==> config.mk <==
export PLATFORM = sky130hd
export DESIGN_NAME = ikaopll_acc_mixer
export DESIGN_NICKNAME = d
export VERILOG_FILES = /design/src/rtl/ikaopll_acc_mixer.sv
export SDC_FILE = /design/constraint.sdc
export NUM_CORES = 1
export LEC_CHECK = 0
export BUFFER_PORTS_ARGS = -buffer_cell sky130_fd_sc_hd__buf_4
export CAP_MARGIN = 20
export CORE_ASPECT_RATIO = 1.25
export CORE_MARGIN = 8
export CORE_UTILIZATION = 55
export DETAILED_ROUTE_END_ITERATION = 8
export PLACE_DENSITY = 0.74
export SLEW_MARGIN = 20
export SYNTH_ARGS = -nofsm -noshare
export SYNTH_HDL_FRONTEND = slang
export SYNTH_SLANG_ARGS = --single-unit
==> constraint.sdc <==
create_clock -name i_EMUCLK -period 6.9 [get_ports i_EMUCLK]
set_input_delay 1.38 -clock i_EMUCLK [delete_from_list [all_inputs] [get_ports i_EMUCLK]]
set_output_delay 1.38 -clock i_EMUCLK [all_outputs]
set_load 0.1 [all_outputs]
==> src/rtl/ikaopll_acc_mixer.sv <==
// ikaopll_acc_mixer: per-frame signed mix of enabled DAC slots with volume scaling and saturation
module ikaopll_acc_mixer #(
  parameter int CYC_DLY   = 3,
  parameter int OUT_SHIFT = 1,
  parameter int STRB_LEN  = 8
) (
  input  logic        i_EMUCLK,
  input  logic        i_RST,
  input  logic        i_phi1_NCEN_n,
  input  logic        i_CYCLE_00,
  input  logic        i_INHIBIT_FDBK,
  input  logic        i_DAC_EN_MO,
  input  logic        i_DAC_EN_RO,
  input  logic        i_SND_SIGN,
  input  logic [7:0]  i_SND_MAG,
  input  logic [4:0]  i_MOVOL,
  input  logic [4:0]  i_ROVOL,
  output logic [15:0] o_ACC_SIGNED,
  output logic        o_ACC_SIGNED_STRB,
  output logic        o_ACC_CLIP
);
  logic signed [8:0]  s;
  logic signed [4:0]  vol;
  logic signed [13:0] prod;
  logic               prod_v;
  logic signed [17:0] acc, sum, r;
  logic signed [18:0] raw;
  logic signed [15:0] sat;
  logic [CYC_DLY-1:0] dly;
  logic [3:0]         cnt;
  logic               mk, first_frame, clip;

  assign s    = i_SND_SIGN ? {1'b1, ~i_SND_MAG} : {1'b0, i_SND_MAG};
  assign vol  = i_DAC_EN_RO ? i_ROVOL : i_MOVOL;
  assign mk   = dly[CYC_DLY-1];
  // one guard bit catches the 18-bit overflow; clamp instead of wrapping
  assign raw  = 19'(acc) + (prod_v ? 19'(prod) : 19'sd0);
  assign sum  = (raw[18] ^ raw[17]) ? {raw[18], {17{~raw[18]}}} : raw[17:0];
  assign r    = sum >>> OUT_SHIFT;
  assign clip = ~(&r[17:15]) & (|r[17:15]);
  assign sat  = clip ? {r[17], {15{~r[17]}}} : r[15:0];

  always_ff @(posedge i_EMUCLK)
    if (i_RST) begin
      dly               <= '0;
      prod              <= '0;
      prod_v            <= 1'b0;
      acc               <= '0;
      cnt               <= '0;
      first_frame       <= 1'b1;
      o_ACC_SIGNED      <= '0;
      o_ACC_SIGNED_STRB <= 1'b0;
      o_ACC_CLIP        <= 1'b0;
    end else if (!i_phi1_NCEN_n) begin
      dly    <= (dly << 1) | CYC_DLY'(i_CYCLE_00);
      prod   <= 14'(s) * 14'(vol);
      prod_v <= (i_DAC_EN_MO | i_DAC_EN_RO) & ~i_INHIBIT_FDBK;
      acc    <= mk ? '0 : sum;
      if (mk)
        first_frame <= 1'b0;
      if (mk && !first_frame) begin
        o_ACC_SIGNED      <= sat;
        o_ACC_CLIP        <= clip;
        o_ACC_SIGNED_STRB <= 1'b1;
        cnt               <= 4'(STRB_LEN);
      end else if (cnt != 4'd0) begin
        cnt               <= cnt - 4'd1;
        o_ACC_SIGNED_STRB <= cnt != 4'd1;
      end
    end
endmodule
==> flow_metrics.env, run 1 <==
export IMPL_setup_violations_final=0
export IMPL_crit_path_frequent_cell="fa_1"
export IMPL_first_iter_violations=188
export IMPL_cts_buffers=9
export IMPL_synth_distinct_cells=60
export IMPL_area_growth_pct=12.4
export IMPL_path_cells="buf_4, mux2i_1, buf_4, or2_2, fa_1, fa_1, fa_1, inv_1, ha_1, a21o_1, a21oi_1, o21ai_0, a2111o_1, a311oi_1, xnor2_1, mux2i_1, nor2_1"
export IMPL_crit_family="adder cells"
export IMPL_cp_startpoint="i_DAC_EN_RO"
export IMPL_reg2reg_slack_ps=3110
export IMPL_finalNetCount=699
export IMPL_synth_top_family_by_area="adder cells"
export IMPL_period_needed_ps=5380
export IMPL_synth_edf_count=0
export IMPL_antenna_found_initial=0
export IMPL_drive_gt1_share_pct=13.9
export IMPL_grt_pass1_wl_mm=18.0
export IMPL_yosys_warnings=0
export IMPL_synth_cell_area_um2=4960
export IMPL_synth_simple_gate_area_share_pct=17.6
export IMPL_grt_max_degree=37
export IMPL_grt_pass1_vias=4010
export IMPL_timing_rr_start="prod_v"
export IMPL_num_fill_cells=818
export IMPL_clock_path_buffers=2
export IMPL_pwr_share_clk_pct=21.8
export IMPL_timing_hold_worst_class="reg -> reg"
export IMPL_via_per_inst=5.48
export IMPL_skew_ps=10.7
export IMPL_dieHeight_um=122
export IMPL_path_max_fanout=10
export IMPL_gp_congestion=0.881
export IMPL_ant_nets=0
export IMPL_switching_share_pct=38.7
export IMPL_drt_wl_total_mm=10.6
export IMPL_core_area_um2=8750
export IMPL_finalSetupTns_ps=0
export IMPL_fmax_mhz=186
export IMPL_hpwlAfterDp_mm=8.54
export IMPL_port_buffers=43
export IMPL_drv_slew=0
export IMPL_hold_worst_slack_ps=462
export IMPL_status="complete, no violations"
export IMPL_clock_latency_ps=350
export IMPL_rsz0062_at_grt="no"
export IMPL_slowest_delay_ps=600
export IMPL_n_antenna_cell=0
export IMPL_post_cts_resized=0
export IMPL_grt_ovfl_total=0
export IMPL_hold_viol_final=0
export IMPL_p_switching_w=0.000557
export IMPL_clk_pin_slew_ps=70
export IMPL_r2r_cells=12
export IMPL_start_util_pct=56.7
export IMPL_crit_buf_inv=3
export IMPL_post_cts_buffers=0
export IMPL_cts_sinks=59
export IMPL_worst_path_max_delay_cell="fa_1"
export IMPL_max_slew_margin_rel_pct=30.0
export IMPL_rows=38
export IMPL_die_area_um2=12300
export IMPL_boundaryPins=44
export IMPL_avgRoutedWirePerCell_um=14.6
export IMPL_worst_path_stages=17
export IMPL_synth_area_per_cell_um2=8.84
export IMPL_synthAdderAreaFrac_pct=23.6
export IMPL_syn_num_nets=661
export IMPL_synth_seq_cells=59
export IMPL_synth_xor_area_share_pct=6.00
export IMPL_synth_seq_area_share_pct=23.8
export IMPL_first_pass_iters=4
export IMPL_critPathRequiredTime_ps=7130
export IMPL_vias=3971
export IMPL_async_flop_share_pct=0
export IMPL_end_kind="flip-flop"
export IMPL_syn_inst=561
export IMPL_htree_levels=3
export IMPL_startpoint_type="input port"
export IMPL_final_period_utilization_pct=78.0
export IMPL_cts_hold_buf=0
export IMPL_r2r_end="acc[4]"
export IMPL_synth_mux_area_share_pct=3.43
export IMPL_worst_slew_pin_slew_ps=1040
export IMPL_die_width_um=101
export IMPL_power_per_cell_area_nw_per_um2=258
export IMPL_p_int_w=0.000881
export IMPL_seq_power_share_pct=29.2
export IMPL_tritoncts="yes"
export IMPL_path_class="in -> reg"
export IMPL_grt_total_usage_pct=18.1
export IMPL_cts_root_buf="clkbuf_8"
export IMPL_vdd_drop_max_mv=0.101
export IMPL_p_leak_nw=2.55
export IMPL_drcViolationCount=0
export IMPL_synth_ff_type="dfxtp_1"
export IMPL_crit_arrival_ps=5610
export IMPL_drv_cap=0
export IMPL_worstSetupEndpoint="prod[12]"
export IMPL_comb_power_share_pct=48.9
export IMPL_multi_input_area_um2=3460
export IMPL_synth_compound_area_share_pct=19.1
export IMPL_regArea_um2=1180
==> power groups by stage <==
stage	registers, W	clock network, W	logic (W)
finish	0.000421	0.000314	0.000704
global route	0.000426	0.000331	0.000802
CTS	0.000420	0.000319	0.000713
detailed placement	0.000427	0	0.000709
global placement	0.000425	0	0.000678
floorplan	0.000437	0	0.000558
==> layout by cell type, fill, tap and decap left out, types with 5 or more instances in the layout <==
cell type	instances
xnor2_1	27
a22o_1	5
a21oi_1	28
dfxtp_1	59
buf_4	49
xor2_1	7
nand2b_1	6
or2_2	6
and3_1	6
nor2_1	71
a221o_1	27
nor3_1	12
a21o_1	7
fa_1	30
o21ai_0	18
ha_1	44
mux2i_1	17
inv_1	59
nand2_1	18
and2_1	19
clkbuf_8	10
nor2b_1	18
==> synthesized netlist by cell type (13+ instances only) <==
library cell,instances,share of area [%]
and2_1,19,2.4
a221o_1,27,5.4
dfxtp_1,59,24
clkbuf_1,13,0.98
nand2_1,18,1.4
nor2b_1,18,2.3
fa_1,30,12
nor2_1,71,5.4
mux2i_1,17,3.4
o21ai_0,18,1.8
a21oi_1,28,2.8
ha_1,44,11
inv_1,59,4.5
xnor2_1,27,4.8
==> flip-flops by register name (all words and copies together) (netlist names) <==
register	flops
acc	18
o_ACC_SIGNED	16
prod	14
cnt	4
dly	3
first_frame	1
o_ACC_CLIP	1
o_ACC_SIGNED_STRB	1
prod_v	1
==> through the flow <==
stage	utilization [%]	instances	power, W	area, um2	worst slack (ps)
final	63.7	724	0.00144	5580	1520
after global routing	63.7	724	0.00156	5580	1190
after CTS	63.7	724	0.00145	5580	1520
after detailed placement	61.5	708	0.00114	5380	1140
after global placement	61.5	708	0.00110	5380	1220
after floorplan	-	561	0.000995	4960	1080
==> kinds of logic (layout without fill, tap and decap cells) <==
family	after synthesis	in the layout
AO/OA/AOI/OAI	121	121
XOR/XNOR	34	34
adder cells (fa/ha/maj)	76	76
buffers and inverters	81	124
flip-flops	59	59
multiplexers	17	17
AND/OR/NAND/NOR	173	173
==> worst min path at each step <==
stage	startpoint	end	cells past startpoint
after floorplan	first_frame	first_frame	1
after global placement	first_frame	first_frame	1
after detailed placement	first_frame	first_frame	1
after CTS	o_ACC_SIGNED[15]	o_ACC_SIGNED[15]	2
after global routing	o_ACC_SIGNED[15]	o_ACC_SIGNED[15]	2
final	o_ACC_SIGNED[15]	o_ACC_SIGNED[15]	2
==> layout make-up <==
cell class                      instances  share of cell area, %
Sequential cell                        59                   21.2
Multi-Input combinational cell        421                   62.1
Tap cell                              120                   2.69
Clock buffer                           11                   2.54
Inverter                               59                   3.97
Clock inverter                          5                  0.943
Timing Repair Buffer                   49                   6.60
==> layer usage <==
layer  up-vias  track usage (%)  part of all wire, %
met1      1881             19.4                   42
met2        59             34.3                   54
met3        14             2.91                  2.7
li1       2017                -                    -
met5         -                0                    0
met4         0             6.72                  1.6
==> worst reg2reg max path, cell delays in order, from the launching register on <==
cell and delay [ps]:
dfxtp_1 550, and2_1 200, ha_1 180, inv_1 60, fa_1 410, nor2b_1 270, o31ai_4 90, a21oi_2 260
a221o_1 220, a21oi_2 100, a2bb2oi_4 260, nor3_2 890, a221o_1 230
No activity file was read; power rests on OpenSTA's default activity.
==> inputs of run 2 (changes only) <==
PLACE_DENSITY = 0.76   (was 0.74)
clock period = 4.46 ns   (was 6.9 ns; I/O delays follow)
==> run 2 against run 1 <==
  * Via count is 3.6% higher
  * Sequential cell count stayed put
  * Final cell count is 3.7% higher
  * Clock skew is 0.61 ps lower
  * First-iteration DRC count is 14% lower
  * Wire length is 5.8% higher
  * Global-route usage is 1.6 points higher
  * Non-clock buffer count is 27 higher
  * Sequential power is 55% higher
  * Clock power is 99% higher
  * Critical path type unchanged
  * Critical endpoint unchanged
==> flow_metrics.env, run 2 (synthesis gave the netlist of run 1 again) <==
export IMPL_status="complete, no violations"
export IMPL_path_class="in -> reg"
export IMPL_grt_total_usage_pct=19.6
export IMPL_cts_sinks=59
export IMPL_largestRegisters="acc x18, o_ACC_SIGNED x16, prod x14"
export IMPL_power_per_cell_area_nw_per_um2=425
export IMPL_clock_path_buffers=2
export IMPL_p_switching_w=0.000930
export IMPL_max_slew_margin_rel_pct=33.1
export IMPL_core_area_um2=8750
export IMPL_setup_violations_final=0
export IMPL_final_util_pct=69.4
export IMPL_area_growth_pct=22.3
export IMPL_period_needed_ps=4380
export IMPL_startpoint_type="input port"
export IMPL_power_w=0.00258
export IMPL_via_per_inst=5.48
export IMPL_drt_wl_total_mm=11.2
export IMPL_comb_power_share_pct=50.5
export IMPL_p_int_w=0.00165
export IMPL_grt_pass1_vias=4320
export IMPL_port_buffers=43
export IMPL_rows=38
export IMPL_pwr_share_clk_pct=24.2
export IMPL_largest_reg_flops=18
export IMPL_clock_latency_ps=350
export IMPL_die_width_um=101
export IMPL_avgRoutedWirePerCell_um=14.9
export IMPL_hold_viol_final=0
export IMPL_dieHeight_um=122
export IMPL_skew_ps=10.1
export IMPL_start_util_pct=56.7
export IMPL_grt_ovfl_total=0
export IMPL_final_cell_mix="73 x buf_4, 69 x nor2_1, 59 x inv_1, 59 x dfxtp_1, 43 x ha_1"
export IMPL_first_pass_iters=4
export IMPL_n_antenna_cell=0
export IMPL_clk_pin_slew_ps=70
export IMPL_p_leak_nw=2.76
export IMPL_finalNetCount=726
export IMPL_ant_nets=0
export IMPL_boundaryPins=44
export IMPL_switching_share_pct=36.1
export IMPL_drcViolationCount=0
export IMPL_grt_pass1_wl_mm=19.6
export IMPL_hpwlAfterDp_mm=9.03
export IMPL_grt_max_degree=37
export IMPL_fmax_mhz=228
export IMPL_first_iter_violations=162
export IMPL_rsz0062_at_grt="yes"
export IMPL_dp_cells=733
export IMPL_vias=4113
export IMPL_gp_congestion=0.860
export IMPL_cts_buffers=9
export IMPL_final_period_utilization_pct=98.2
export IMPL_worst_slew_pin_slew_ps=999
export IMPL_end_kind="flip-flop"
export IMPL_regMostFlops="acc"
export IMPL_seq_power_share_pct=25.2
export IMPL_vdd_drop_max_mv=0.162
export IMPL_htree_levels=3
export IMPL_timing_hold_worst_class="reg -> reg"
export IMPL_cts_root_buf="clkbuf_8"
export IMPL_critPathRequiredTime_ps=4680
export IMPL_crit_arrival_ps=4600
export IMPL_drv_slew=0
export IMPL_die_area_um2=12300
export IMPL_drv_cap=0
export IMPL_final_common_cell="buf_4"
export IMPL_tritoncts="yes"
export IMPL_stdcell_count=751
export IMPL_drive_gt1_share_pct=21.7
export IMPL_path_max_fanout=6
export IMPL_antenna_found_initial=0
run 2: path summary, 6_finish.rpt:
check | from | slack [ps] | endpoint | cells past startpoint
max | i_SND_SIGN | 80 | prod[12] | 16
min | first_frame | 460 | first_frame | 1
max reg2reg | prod_v | 890 | acc[6] | 12
min reg2reg | first_frame | 460 | first_frame | 1
run 2: layout make-up:
class                      count  area (um2)
inverter                      59         221
tap                          120         150
clock inverter                 4        95.1
fill                         703        2680
sequential                    59        1180
multi-input combinational    421        3660
clock buffer                  12         165
timing repair buffer          76         594
run 2: through the flow:
| stage | hold slack, ps | area [um2] | TNS, ps | setup WS [ps] |
|---|---|---|---|---|
| floorplan | 427 | 5180 | -503 | -343 |
| global placement | 436 | 5720 | -900 | -341 |
| detailed placement | 451 | 5720 | -1310 | -438 |
| CTS | 467 | 6000 | 0 | 12.3 |
| global route | 485 | 6070 | -44.1 | -43.4 |
| finish | 464 | 6070 | 0 | 81.4 |
run 2: critical path: stages:
cell and delay [ps]:
buf_8 130, xnor2_4 150, or2_4 260, fa_1 530, fa_1 450, fa_1 540
inv_1 50, ha_1 280, a21o_1 170, a21oi_2 170, o21ai_2 70, a2111o_1 400
a311oi_2 230, xnor2_1 90, mux2i_1 120, nor2_1 50
run 2: repair_timing:
item                       CTS  global route
hold buffers                 0             0
pin swaps                    8             5
setup endpoints to repair    1             4
buffers inserted             2             0
resized for setup            1            14
run 2: layer usage:
metal / up-vias / track usage [%] / routed length [um] / share of wire [%]
met5: - / 0 / 0 / 0
met1: 1931 / 20.5 / 4430 / 39
met4: 0 / 9.71 / 351 / 3.1
met3: 23 / 3.65 / 379 / 3.4
li1: 2072 / - / - / -
met2: 87 / 36.7 / 6060 / 54
run 2: power by group through the flow:
stage / clock [W] / combinational (W) / sequential, W
2_1_floorplan: 0 / 0.000916 / 0.000676
3_5_place_dp: 0 / 0.00127 / 0.000661
4_1_cts: 0.000638 / 0.00128 / 0.000650
6_report: 0.000625 / 0.00130 / 0.000651
5_1_grt: 0.000661 / 0.00147 / 0.000660
3_3_place_gp: 0 / 0.00120 / 0.000657
